--- src/rtl/t02_wb_pkg.sv ---
// t02_wb_pkg: shared FSM state type, default timeout and byte-select width helper for the Wishbone manager.
package t02_wb_pkg;
  typedef enum logic [1:0] {IDLE, BUS, DONE} state_t;
  localparam int DEF_TIMEOUT_CYCLES = 255;
  function automatic int sel_w(input int data_w);
    return data_w / 8;
  endfunction
endpackage

--- src/rtl/t02_rr_arbiter.sv ---
// t02_rr_arbiter: combinational round-robin pick of the first requester after the last-grant pointer.
module t02_rr_arbiter #(
  parameter int N = 2,
  localparam int IW = N > 1 ? $clog2(N) : 1
) (
  input  logic [N-1:0]  req,
  input  logic [IW-1:0] ptr,
  input  logic          en,
  output logic [N-1:0]  gnt,
  output logic [IW-1:0] idx,
  output logic          valid
);
  logic [IW-1:0] c;
  always_comb begin
    gnt = '0;
    idx = '0;
    valid = 1'b0;
    c = '0;
    for (int i = 1; i <= N; i++) begin
      c = IW'((int'(ptr) + i) % N);
      if (en && !valid && req[c]) begin
        valid = 1'b1;
        idx = c;
        gnt[c] = 1'b1;
      end
    end
  end
endmodule

--- src/rtl/t02_wb_multi_manager.sv ---
// t02_wb_multi_manager: round-robin multi-channel Wishbone classic single-cycle manager.
// Optional ACK timeout is built only when T02_WB_TIMEOUT_EN is defined.
module t02_wb_multi_manager
  import t02_wb_pkg::*;
#(
  parameter int NUM_CH         = 2,
  parameter int ADDR_W         = 32,
  parameter int DATA_W         = 32,
  parameter int TIMEOUT_CYCLES = DEF_TIMEOUT_CYCLES
) (
  input  logic                               clk,
  input  logic                               rst,
  input  logic                               en,
  input  logic [NUM_CH-1:0]                  rd_i,
  input  logic [NUM_CH-1:0]                  wr_i,
  input  logic [NUM_CH*ADDR_W-1:0]           adr_i,
  input  logic [NUM_CH*DATA_W-1:0]           wdat_i,
  input  logic [NUM_CH*sel_w(DATA_W)-1:0]    sel_i,
  output logic [DATA_W-1:0]                  rdat_o,
  output logic [NUM_CH-1:0]                  done_o,
  output logic [NUM_CH-1:0]                  err_o,
  output logic [NUM_CH-1:0]                  busy_o,
  output logic [ADDR_W-1:0]                  ADR_O,
  output logic [DATA_W-1:0]                  DAT_O,
  output logic [sel_w(DATA_W)-1:0]           SEL_O,
  output logic                               WE_O,
  output logic                               STB_O,
  output logic                               CYC_O,
  input  logic [DATA_W-1:0]                  DAT_I,
  input  logic                               ACK_I
);
  localparam int SW = sel_w(DATA_W);
  localparam int IW = NUM_CH > 1 ? $clog2(NUM_CH) : 1;
  state_t state, nxt;
  logic [IW-1:0] ptr, gidx;
  logic [NUM_CH-1:0] gnt, gnt_q;
  logic grant, fin, to;
  t02_rr_arbiter #(.N(NUM_CH)) u_arb (
    .req(rd_i | wr_i),
    .ptr(ptr),
    .en(en && state == IDLE),
    .gnt(gnt),
    .idx(gidx),
    .valid(grant)
  );
  // a timeout only ends the cycle when no ACK arrives in the same cycle
  assign fin = state == BUS && (ACK_I || to);
  assign busy_o = (rd_i | wr_i) & ~done_o;
  always_comb begin
    nxt = state == IDLE ? (grant ? BUS : IDLE) : state == BUS ? (fin ? DONE : BUS) : IDLE;
    CYC_O = state == BUS;
    STB_O = state == BUS;
  end
  always_ff @(posedge clk) begin
    if (rst) state <= IDLE;
    else state <= nxt;
  end
  always_ff @(posedge clk) begin
    if (rst) begin
      ptr <= IW'(NUM_CH - 1);
      gnt_q <= '0;
      ADR_O <= '0;
      DAT_O <= '0;
      SEL_O <= '0;
      WE_O <= 1'b0;
      rdat_o <= '0;
      done_o <= '0;
    end else begin
      done_o <= fin ? gnt_q : '0;
      if (grant) begin
        ptr <= gidx;
        gnt_q <= gnt;
        ADR_O <= adr_i[int'(gidx)*ADDR_W +: ADDR_W];
        DAT_O <= wdat_i[int'(gidx)*DATA_W +: DATA_W];
        SEL_O <= sel_i[int'(gidx)*SW +: SW];
        WE_O <= wr_i[gidx];
      end
      if (fin) begin
        WE_O <= 1'b0;
        if (!ACK_I) rdat_o <= '0;
        else if (!WE_O) rdat_o <= DAT_I;
      end
    end
  end
`ifdef T02_WB_TIMEOUT_EN
  localparam int CW = $clog2(TIMEOUT_CYCLES + 1) < 8 ? 8 : $clog2(TIMEOUT_CYCLES + 1);
  logic [CW-1:0] cnt;
  assign to = cnt == CW'(TIMEOUT_CYCLES);
  always_ff @(posedge clk) begin
    if (rst) begin
      cnt <= '0;
      err_o <= '0;
    end else begin
      cnt <= state == BUS ? cnt + 1'b1 : '0;
      err_o <= (fin && !ACK_I) ? gnt_q : '0;
    end
  end
`else
  assign to = 1'b0;
  assign err_o = '0;
`endif
endmodule

--- config.mk ---
export PLATFORM = sky130hd
export DESIGN_NAME = t02_wb_multi_manager
export DESIGN_NICKNAME = d
export VERILOG_FILES = /design/src/rtl/t02_wb_pkg.sv /design/src/rtl/t02_rr_arbiter.sv /design/src/rtl/t02_wb_multi_manager.sv
export SDC_FILE = /design/constraint.sdc
export NUM_CORES = 1
export LEC_CHECK = 0
export ABC_CLOCK_PERIOD_IN_PS = 3000
export CAP_MARGIN = 20
export CORE_ASPECT_RATIO = 1.75
export CORE_MARGIN = 5
export CORE_UTILIZATION = 29
export CTS_CLUSTER_DIAMETER = 40
export DETAILED_ROUTE_END_ITERATION = 7
export SLEW_MARGIN = 0
export SYNTH_ARGS = -nofsm -noshare
export SYNTH_HDL_FRONTEND = slang
export SYNTH_HIERARCHICAL = 1
export SYNTH_SLANG_ARGS = --single-unit
--- constraint.sdc ---
create_clock -name clk -period 3 [get_ports clk]
set_input_delay 0.6 -clock clk [delete_from_list [all_inputs] [get_ports clk]]
set_output_delay 0.6 -clock clk [all_outputs]
set_load 0.02 [all_outputs]
## After elaboration in Yosys (flattened, before gate mapping)

Index checks and enable logic that the tools add are counted.

| word-level totals | value |
|---|---|
| memories | 0 |
| word-level logic and storage cells | 60 |
| latch bits | 0 |
| flip-flop bits (word level) | 108 |
| RAM bits | 0 |
| memory bits (read-only) | 0 |
| input port bits | 176 |
| output and inout port bits | 109 |

| cells by class | value |
|---|---|
| bitwise gates (word level) | 5 |
| multiply operators | 0 |
| magnitude comparators | 5 |
| div/mod/pow operators | 0 |
| shift operators | 3 |
| reductions and logical operators | 12 |
| $add $sub $neg | 2 |
| muxes and demuxes | 22 |
| equal/unequal tests | 2 |

Operators by type and width:

| operator | count |
|---|---|
| $shiftx A64 B7 Y32 | 2 |
| $mux W32 | 2 |
| $mux W1 | 13 |
| $mux W2 | 5 |
| $shiftx A8 B4 Y4 | 1 |
| $logic_and A1 B1 Y1 | 7 |
| $lt A1 B2 Y1 const B | 3 |
| $or A2 B2 Y2 | 2 |
| $reduce_or A2 Y1 | 2 |
| $add A1 B1 Y1 const B | 2 |
| $and A2 B2 Y2 | 1 |
| $demux W1 S1 | 2 |
| $eq A2 B1 Y1 const B | 1 |
| $ge A1 B1 Y1 const B | 2 |
| $logic_not A2 Y1 | 1 |
| $ne A2 B2 Y1 const B | 1 |
| $not A2 Y2 | 1 |
| $reduce_and A2 Y1 | 1 |
| $logic_not A1 Y1 | 1 |
| $not A1 Y1 | 1 |

## Longest topological paths before layout

| depth | value |
|---|---|
| depth in word-level cells | 11 |
| mapped depth | 7 |
| mapped depth without buffers | 5 |

## Hierarchy

Netlist, hierarchy kept.

Modules (own cells, without submodules):

| module | instances | area an instance (µm²) | seq. area each (µm²) | cells each |
|---|---|---|---|---|
| t02_wb_multi_manager | 1 | 4790.8 | 2162.1 | 477 |
| t02_rr_arbiter | 1 | 33.8 | 0.0 | 7 |

## Worst setup path before layout

Ideal clock, no wire load.

| timing path | value |
|---|---|
| path kind | input -> register |
| from | in wr_i[1] |
| to | reg ptr |
| setup time | 0.120 ns |
| required time | 2.880 ns |
| cell stages on the path | 6 |
| arrival time | 1.786 ns |
| slack | 1.095 ns |
| buffers on the path | 3 |
| cells stage by stage | or2_2 o21a_1 buf_4 buf_4 buf_2 a211o_1 |

| between the ends | value |
|---|---|
| cells in the longest elaborated chain, start to end | 9 |
| elaborated cells on any way between the ends | 13 |
| classes of those cells | mux (8); bitwise (1); reduce/logical (4) |

Ends and longest elaborated chain:

| item | line | RTL |
|---|---|---|
| start, declared | t02_wb_multi_manager.sv:15 | `input logic [NUM_CH-1:0] wr_i,` |
| $or A2 B2 Y2 * | t02_wb_multi_manager.sv:39 | `.req(rd_i \| wr_i),` |
| $mux W1 (not written as such) (2 in a row) | t02_rr_arbiter.sv:21 | `if (en && !valid && req[c]) begin` |
| $logic_and A1 B1 Y1 | t02_rr_arbiter.sv:21 |  |
| $mux W1 | t02_rr_arbiter.sv:21 |  |
| $logic_not A1 Y1 | t02_rr_arbiter.sv:21 |  |
| $logic_and A1 B1 Y1 (2 in a row) | t02_rr_arbiter.sv:21 |  |
| $mux W1 * | t02_rr_arbiter.sv:21 |  |
| via grant | t02_wb_multi_manager.sv:37 | `logic grant, fin, to;` |
| end signal, assigned | t02_wb_multi_manager.sv:60 | `ptr <= IW'(NUM_CH - 1);` |
| end signal, assigned | t02_wb_multi_manager.sv:71 | `ptr <= gidx;` |
| end, declared | t02_wb_multi_manager.sv:35 | `logic [IW-1:0] ptr, gidx;` |

Mark *: on every way through the listed nets, which the timed path passes. The rest lies on a longest branch. The select of a mux whose other input is x is not followed.
A chain may end at the register's enable or synchronous reset.

## Worst setup path in the final report

| timing path | value |
|---|---|
| from | in wr_i[0] |
| to | out busy_o[0] |

| between the ends | value |
|---|---|
| cells in the longest elaborated chain, start to end | 2 |

Ends and longest elaborated chain:

| item | line | RTL |
|---|---|---|
| $or A2 B2 Y2 | t02_wb_multi_manager.sv:48 | `assign busy_o = (rd_i \| wr_i) & ~done_o;` |
| $and A2 B2 Y2 | t02_wb_multi_manager.sv:48 |  |
| end, declared | t02_wb_multi_manager.sv:22 | `output logic [NUM_CH-1:0] busy_o,` |

Every way passes these cells.

==> qor.csv <==
metric,value,unit
status,completed,
initial core utilization,29.5,%
drc violations,0,
Total GRT Usage,16.3,%
number of top-level pins,285,
fmax,0.374,GHz
Final Hold Violating Endpoints,0,
"Clk Latency, worst-skew pair",0.35,ns
number of synthesized flops with an enable pin,0,
routed wire length,16200,um
postcts setup bufs,0,
first-pass GRT wire length,24800,um
post-route ant nets,0,
"Remaining Overflow, GRT",0,
largest net degree at the start of global routing,78,
pre-CTS setup slack,0.336,ns
crit end category,primary output,
TritonCTS clock tree,done,
first drt pass iteration count,4,
Clock Root Buffer,clkbuf_16,
initial antenna violation count,0,
final worst slack,0.329,ns
"commonest non-fill, non-tap cell in the layout",clkdlybuf4s50_1,
final setup fails,0,
violation count after the first detailed-route iteration,96,
Synth async-reset ratio,0,%
vias per inst,4.53,
share of cells above drive strength 1,4.03,%
critical setup path kind,input pin to primary output,
H-tree levels,3,
clk sinks,108,
port buffer count,282,
wire per inst,16.7,um
period utilization,89.0,%
Setup TNS,0,ns
Clock Skew,0.00872,ns
via count,4391,
post-detail-place hpwl,12600,um
most frequent cells in the layout,"clkdlybuf4s50_1 (281), dfxtp_1 (108), mux2i_1 (103)",
Yosys warning count,6,
Die X,108,um
RSZ-0062 raised after global routing,no,
Cell Pwr Density,490,nW/um2
hold path cells,1,
site row count,62,
Fillers,1551,
CTS buffer count,9,
antenna diode count,0,
Slew Limit Fails,0,
Reg2Reg Depth,7,
die area,19400,um2
Peak VDD IR,0.320,mV
#FFs+latches synth,108,
Worst Path Arrival,2.07,ns
height of the die,181,um
Hold Crit Class,flip-flop to flip-flop,
Gate Count Post-Synth,484,
Final Cell Area,8100,um2
vias in the first global route,4611,
max-capacitance violation count,0,
synthesized area,4820,um2
P_leak,2.82,nW
ys flop type,dfxtp_1,
Yosys cell types,24,
post-synthesis area per instance,9.97,um2
Max Root-Sink Buffers,2,
area delta synth->final,67.9,%
GPL Wtd Cong,0.749,
Final #Nets,916,
CORE AREA,16400,um2
Worst Setup Start Kind,input pin,
Clock transition at path regs,0.07,ns
CP required,2.40,ns
Resize count post-CTS,0,
Area after DPL,7790,um2
Post-CTS Hold Buffers,0,
sequential fraction of the synthesis area,44.8,%
fin crit period,2.67,ns
Crit Path Max Fanout,5,
-- stage by stage --
stage / util, % / total power, W / hold slack, ns / instances
3_3_place_gp: 47.6 / 0.00275 / 0.445 / 953
6_report: 49.5 / 0.00397 / 0.470 / 969
5_1_grt: 49.5 / 0.00418 / 0.498 / 969
3_5_place_dp: 47.6 / 0.00277 / 0.458 / 953
2_1_floorplan: - / 0.00220 / 0.429 / 485
4_1_cts: 49.5 / 0.00403 / 0.467 / 969
-- logic make-up after synthesis --
group | synth area share (%)
AOI/OAI and AO/OA | 11.7
buffers and inverters | 6.15
DFF | 44.8
muxes | 21.4
other | 0.0777
and+or+nand+nor | 15.9
-- synth_stat cells (all sizes together) (2+ instances only) --
library cell | count | area share, %
nand2b | 64 | 8.3
dfxtp | 108 | 45
clkbuf | 22 | 1.7
and2 | 2 | 0.26
a211oi | 69 | 11
or2 | 2 | 0.26
nand2 | 2 | 0.16
nor2b | 4 | 0.52
buf | 24 | 4.4
a21oi | 3 | 0.31
mux2i | 103 | 21
nor2 | 71 | 5.5
and4bb | 2 | 0.52
-- power breakdown --
part           switching (W)  internal (W)
clock network       0.000540      0.000700
logic               0.000502      0.000598
registers          0.0000691       0.00156
total                0.00111       0.00286
-- area by class of cell --
cell class / instances / area, um2 / area share, %
clock buffer: 12 / 256 / 3.17
clock inverter: 4 / 55.1 / 0.680
inverter: 1 / 3.75 / 0.0463
multi-input combinational: 330 / 2390 / 29.5
sequential: 108 / 2160 / 26.7
tap: 224 / 280 / 3.46
timing repair buffer: 290 / 2960 / 36.5
-- flip-flops by register name, indices dropped and copies added, names as in the netlist --
name / count
rdat_o: 32
state: 2
DAT_O: 32
done_o: 2
gnt_q: 2
ADR_O: 32
WE_O: 1
SEL_O: 4
ptr: 1
-- routing by layer --
metal,up-vias,routed length [um],track usage [%]
li1,2194,-,-
met1,2000,5990,17.3
met2,169,8710,30.0
met3,28,1030,4.16
met4,0,464,6.27
met5,-,0,0
-- worst max-delay path, stage by stage --
cell,delay (ns)
clkdlybuf4s50_1,0.41
or2_2,0.37
nor2b_1,0.16
clkdlybuf4s50_1,0.53
-- path summary, 6_finish.rpt --
| kind | from | endpoint | slack (ns) |
|---|---|---|---|
| worst max-delay path | wr_i[0] | busy_o[0] | 0.33 |
| worst max register to register | state[1] | DAT_O[6] | 1.14 |
| worst min register to register | gnt_q[1] | done_o[1] | 0.47 |
| worst min-delay path | gnt_q[1] | done_o[1] | 0.47 |
Power figures use the tool's default switching activity.
==> edit 1, RTL diff (same settings) <==
Add a define of `T02_WB_TIMEOUT_EN`.
--- a/src/rtl/t02_wb_multi_manager.sv
+++ b/src/rtl/t02_wb_multi_manager.sv
@@ -2,2 +2,4 @@
 // Optional ACK timeout is built only when T02_WB_TIMEOUT_EN is defined.
+`define T02_WB_TIMEOUT_EN
+
 module t02_wb_multi_manager
Behaviour: same outputs for any inputs over 4 cycles, from zero or initial values and one cycle with rst high; that may be too few to reach the edited logic, so the function may still have changed.
==> edit 1 against the original RTL <==
- register-to-register slack lost 0.07 ns
- sequential cell count is 10 higher
- area after synthesis increased by 13%
- die area grew 12%
- count of clock-buffer cells in the layout up 6
- cell area increased by 11%
- setup slack worse by 0.064 ns
- critical path depth stayed put
- total power is 28% higher
- wire length grew 16%
- critical path type unchanged
==> edit 1: results (changes against the original RTL) <==
metric,value,unit,change
status,completed,,unchanged
list of most frequent post-synthesis cells,"dfxtp_1 (118), nor2_1 (74), mux2i_1 (71)",,"was dfxtp_1 (108), mux2i_1 (103), nor2_1 (71)"
Total GRT Usage,0.168,,was 0.163
CTS Buf Count,17,,was 9
Lkg Pwr,3.28,nW,was 2.82 nW
dpl ws,0.234,ns,was 0.336 ns
"wirelength, routed",18800,µm,was 16200 µm
share of cells above drive strength 1,0.0654,,was 0.0403
vias in the first global route,5604,,was 4611
later-pin clock latency in the skew report,0.41,ns,was 0.35 ns
IO Port Bufs,284,,was 282
post-synthesis sequential area ratio,0.434,,was 0.448
VDD IR-drop max,299,µV,was 320 µV
min setup slack post-route,0.265,ns,was 0.329 ns
FF-to-FF setup slack,1.07,ns,was 1.14 ns
Fill cells,1783,,was 1551
skew final,0.00618,ns,was 0.00872 ns
global-route wire length before repair,28900,µm,was 24800 µm
NetSw,1.43,mW,was 1.11 mW
Reg-to-Reg End,ADR_O[13],,was DAT_O[6]
Area contributors post-synth,"dfxtp_1 (43%), mux2i_1 (13%), a211oi_1 (9.4%)",,"was dfxtp_1 (45%), mux2i_1 (21%), a211oi_1 (11%)"
Post-Place Cells,1046,,was 953
DR WL/cell,17.5,µm,was 16.7 µm
largest net degree at the start of global routing,74,,was 78
Clock transition at path regs,0.05,ns,was 0.07 ns
area taken by flip-flops and latches,2360,µm²,was 2160 µm²
"Cell Area, Placed",8410,µm²,was 7790 µm²
routed via count,5418,,was 4391
Yosys cell types,38,,was 24
"Arr. time, crit path",2.14,ns,was 2.07 ns
hold path cells,1,,unchanged
net count after synthesis,749,,
Avg Synthesized Cell Area,9.51,µm²,was 9.97 µm²
worst-case reg-to-reg path depth,6,,was 7
H-tree depth,4,,was 3
drt first-iter violations,276,,was 96
## edit 1: cell type report
class | count | share of cell area
flip-flops and latches | 118 | 0.262
clock buffers | 18 | 0.0475
well taps | 238 | 0.0330
repair buffers | 298 | 0.333
multi-input cells | 390 | 0.306
clock inverters | 14 | 0.0177
inverters | 3 | 0.00125
## edit 1: worst min-delay path by stage
stage | from | slack [ns] | to
after floorplan | cnt[0] | 0.43 | cnt[0]
after global placement | cnt[0] | 0.44 | cnt[0]
after detailed placement | cnt[0] | 0.45 | cnt[0]
after CTS | cnt[0] | 0.47 | cnt[0]
after global routing | DAT_O[2] | 0.50 | DAT_O[2]
final | cnt[0] | 0.47 | cnt[0]
## edit 1: per-layer routing
layer	vias up	global-route usage	wire, µm
li1	2644	-	-
met1	2503	0.174	6940
met4	0	0.0814	691
met2	238	0.295	9580
met3	33	0.0602	1640
met5	-	0	0
## edit 1: power groups by stage
stage	clock (mW)	combinational [mW]	sequential [mW]
global route	2.17	1.34	1.81
finish	2.04	1.24	1.80
floorplan	0	0.438	1.99
CTS	2.10	1.25	1.80
detailed placement	0	1.25	1.83
global placement	0	1.23	1.83
## edit 1: worst max-delay path, stage by stage
cell	delay, ns
clkdlybuf4s50_1	0.43
or2_2	0.38
nor2b_1	0.15
clkdlybuf4s50_1	0.56
## edit 1: logic make-up after synthesis
logic type               after synthesis  share of synthesized area
XOR/XNOR                               3                    0.00483
adder cells (fa/ha/maj)                1                    0.00230
multiplexers                          71                      0.131
buffers and inverters                 64                     0.0601
AO/OA/AOI/OAI                        147                      0.214
AND/OR/NAND/NOR                      168                      0.154
flip-flops                           118                      0.434
==> edit 2, RTL diff (same flow settings) <==
Made on the original files. Encoding of `state_t`: now one-hot (3 bits for 3 states).
--- a/src/rtl/t02_wb_pkg.sv
+++ b/src/rtl/t02_wb_pkg.sv
@@ -2,3 +2,3 @@
 package t02_wb_pkg;
-  typedef enum logic [1:0] {IDLE, BUS, DONE} state_t;
+  typedef enum logic [2:0] {IDLE = 3'b001, BUS = 3'b010, DONE = 3'b100} state_t;
   localparam int DEF_TIMEOUT_CYCLES = 255;
Behaviour: no difference found for any inputs over 4 cycles, from zero or initial values and one cycle with rst high; so few cycles prove little.
==> edit 2 against the original RTL <==
- sequential cell count increased by 1
- largest power group unchanged
- largest cell class unchanged
- sequential power about the same
- critical path depth unchanged
- sequential share of layout area increased by 0.19 points
- setup slack got worse by 0.020 ns
- total power decreased by 2.5%
- critical endpoint unchanged
- critical path type unchanged
- cell area increased by 0.22%
- core utilization increased by 0.11 points
- synthesized cell count increased by 1.0%
- wire length decreased by 2.9%
- area after synthesis decreased by 0.18%
==> edit 2: results (changes against the original RTL) <==
metric,value,unit,change
status,completed,,unchanged
setup TNS,0,ns,unchanged
Area contributors post-synth,"dfxtp_1 (45%), mux2i_1 (21%), a211oi_1 (11%)",,unchanged
vias in the first global route,4761,,was 4611
list of most frequent post-synthesis cells,"dfxtp_1 (109), mux2i_1 (103), nor2_1 (72)",,"was dfxtp_1 (108), mux2i_1 (103), nor2_1 (71)"
M3 GR Usage,0.0484,,was 0.0416
Total GRT Usage,0.159,,was 0.163
VDD IR-drop max,327,µV,was 320 µV
Fill cells,1533,,was 1551
post-synthesis sequential area ratio,0.453,,was 0.448
worst-case reg-to-reg path depth,6,,was 7
post-synthesis cell count,489,,was 484
global-route wire length before repair,24600,µm,was 24800 µm
largest net degree at the start of global routing,108,,was 78
Post-CTS Setup Bufs,0,,unchanged
Placer Congestion,0.742,,was 0.749
Via density,4.54,,was 4.53
"Cell Area, Placed",7820,µm²,was 7790 µm²
met2 Use GR,0.307,,was 0.300
Yosys cell types,27,,was 24
dpl ws,0.294,ns,was 0.336 ns
share of cells above drive strength 1,0.0440,,was 0.0403
skew final,0.0124,ns,was 0.00872 ns
HPWL Detailed,12300,µm,was 12600 µm
drt first-iter violations,77,,was 96
area grow syn2layout,68.6,%,was 67.9%
Post-Place Cells,958,,was 953
initial antenna violation count,2,,was 0
nets,921,,was 916
grt met1 use,0.162,,was 0.173
Lkg Pwr,2.80,nW,was 2.82 nW
CTS Buf Count,9,,unchanged
"non-filler cells, final",974,,was 969
edit 2: logic make-up after synthesis:
kind of cell    synth area share
simple gates               0.167
flops                      0.453
mux                        0.214
compound gates             0.118
buf+inv                   0.0475
other cells             0.000779
edit 2: area by class of cell:
type	count	share of cell area
Clock buffer	11	0.0311
Clock inverter	5	0.00524
Tap cell	224	0.0345
Multi-Input combinational cell	334	0.299
Timing Repair Buffer	290	0.361
Inverter	1	0.000462
Sequential cell	109	0.269
edit 2: power breakdown:
part / leakage, nW / switching (mW) / internal (mW)
registers: 0.895 / 0.0676 / 1.57
clock network: 0.148 / 0.550 / 0.620
logic: 1.76 / 0.483 / 0.581
total: 2.80 / 1.10 / 2.77
edit 2: worst max-delay path, cell delays in order:
cell and delay [ns]:
clkdlybuf4s50_1 0.42, or2_2 0.37, nor2b_1 0.16, clkdlybuf4s50_1 0.54
edit 2: final timing paths:
| path | from | endpoint | slack, ns |
|---|---|---|---|
| hold / removal | gnt_q[1] | done_o[1] | 0.47 |
| setup reg to reg | state[2] | DAT_O[11] | 0.98 |
| hold reg to reg | gnt_q[1] | done_o[1] | 0.47 |
| setup / recovery | wr_i[0] | busy_o[0] | 0.31 |
edit 2: metal layers:
metal  share of wire  wire [µm]
met1            0.36       5690
met2            0.54       8560
met3           0.077       1210
met4           0.013        207
met5          0.0025         40
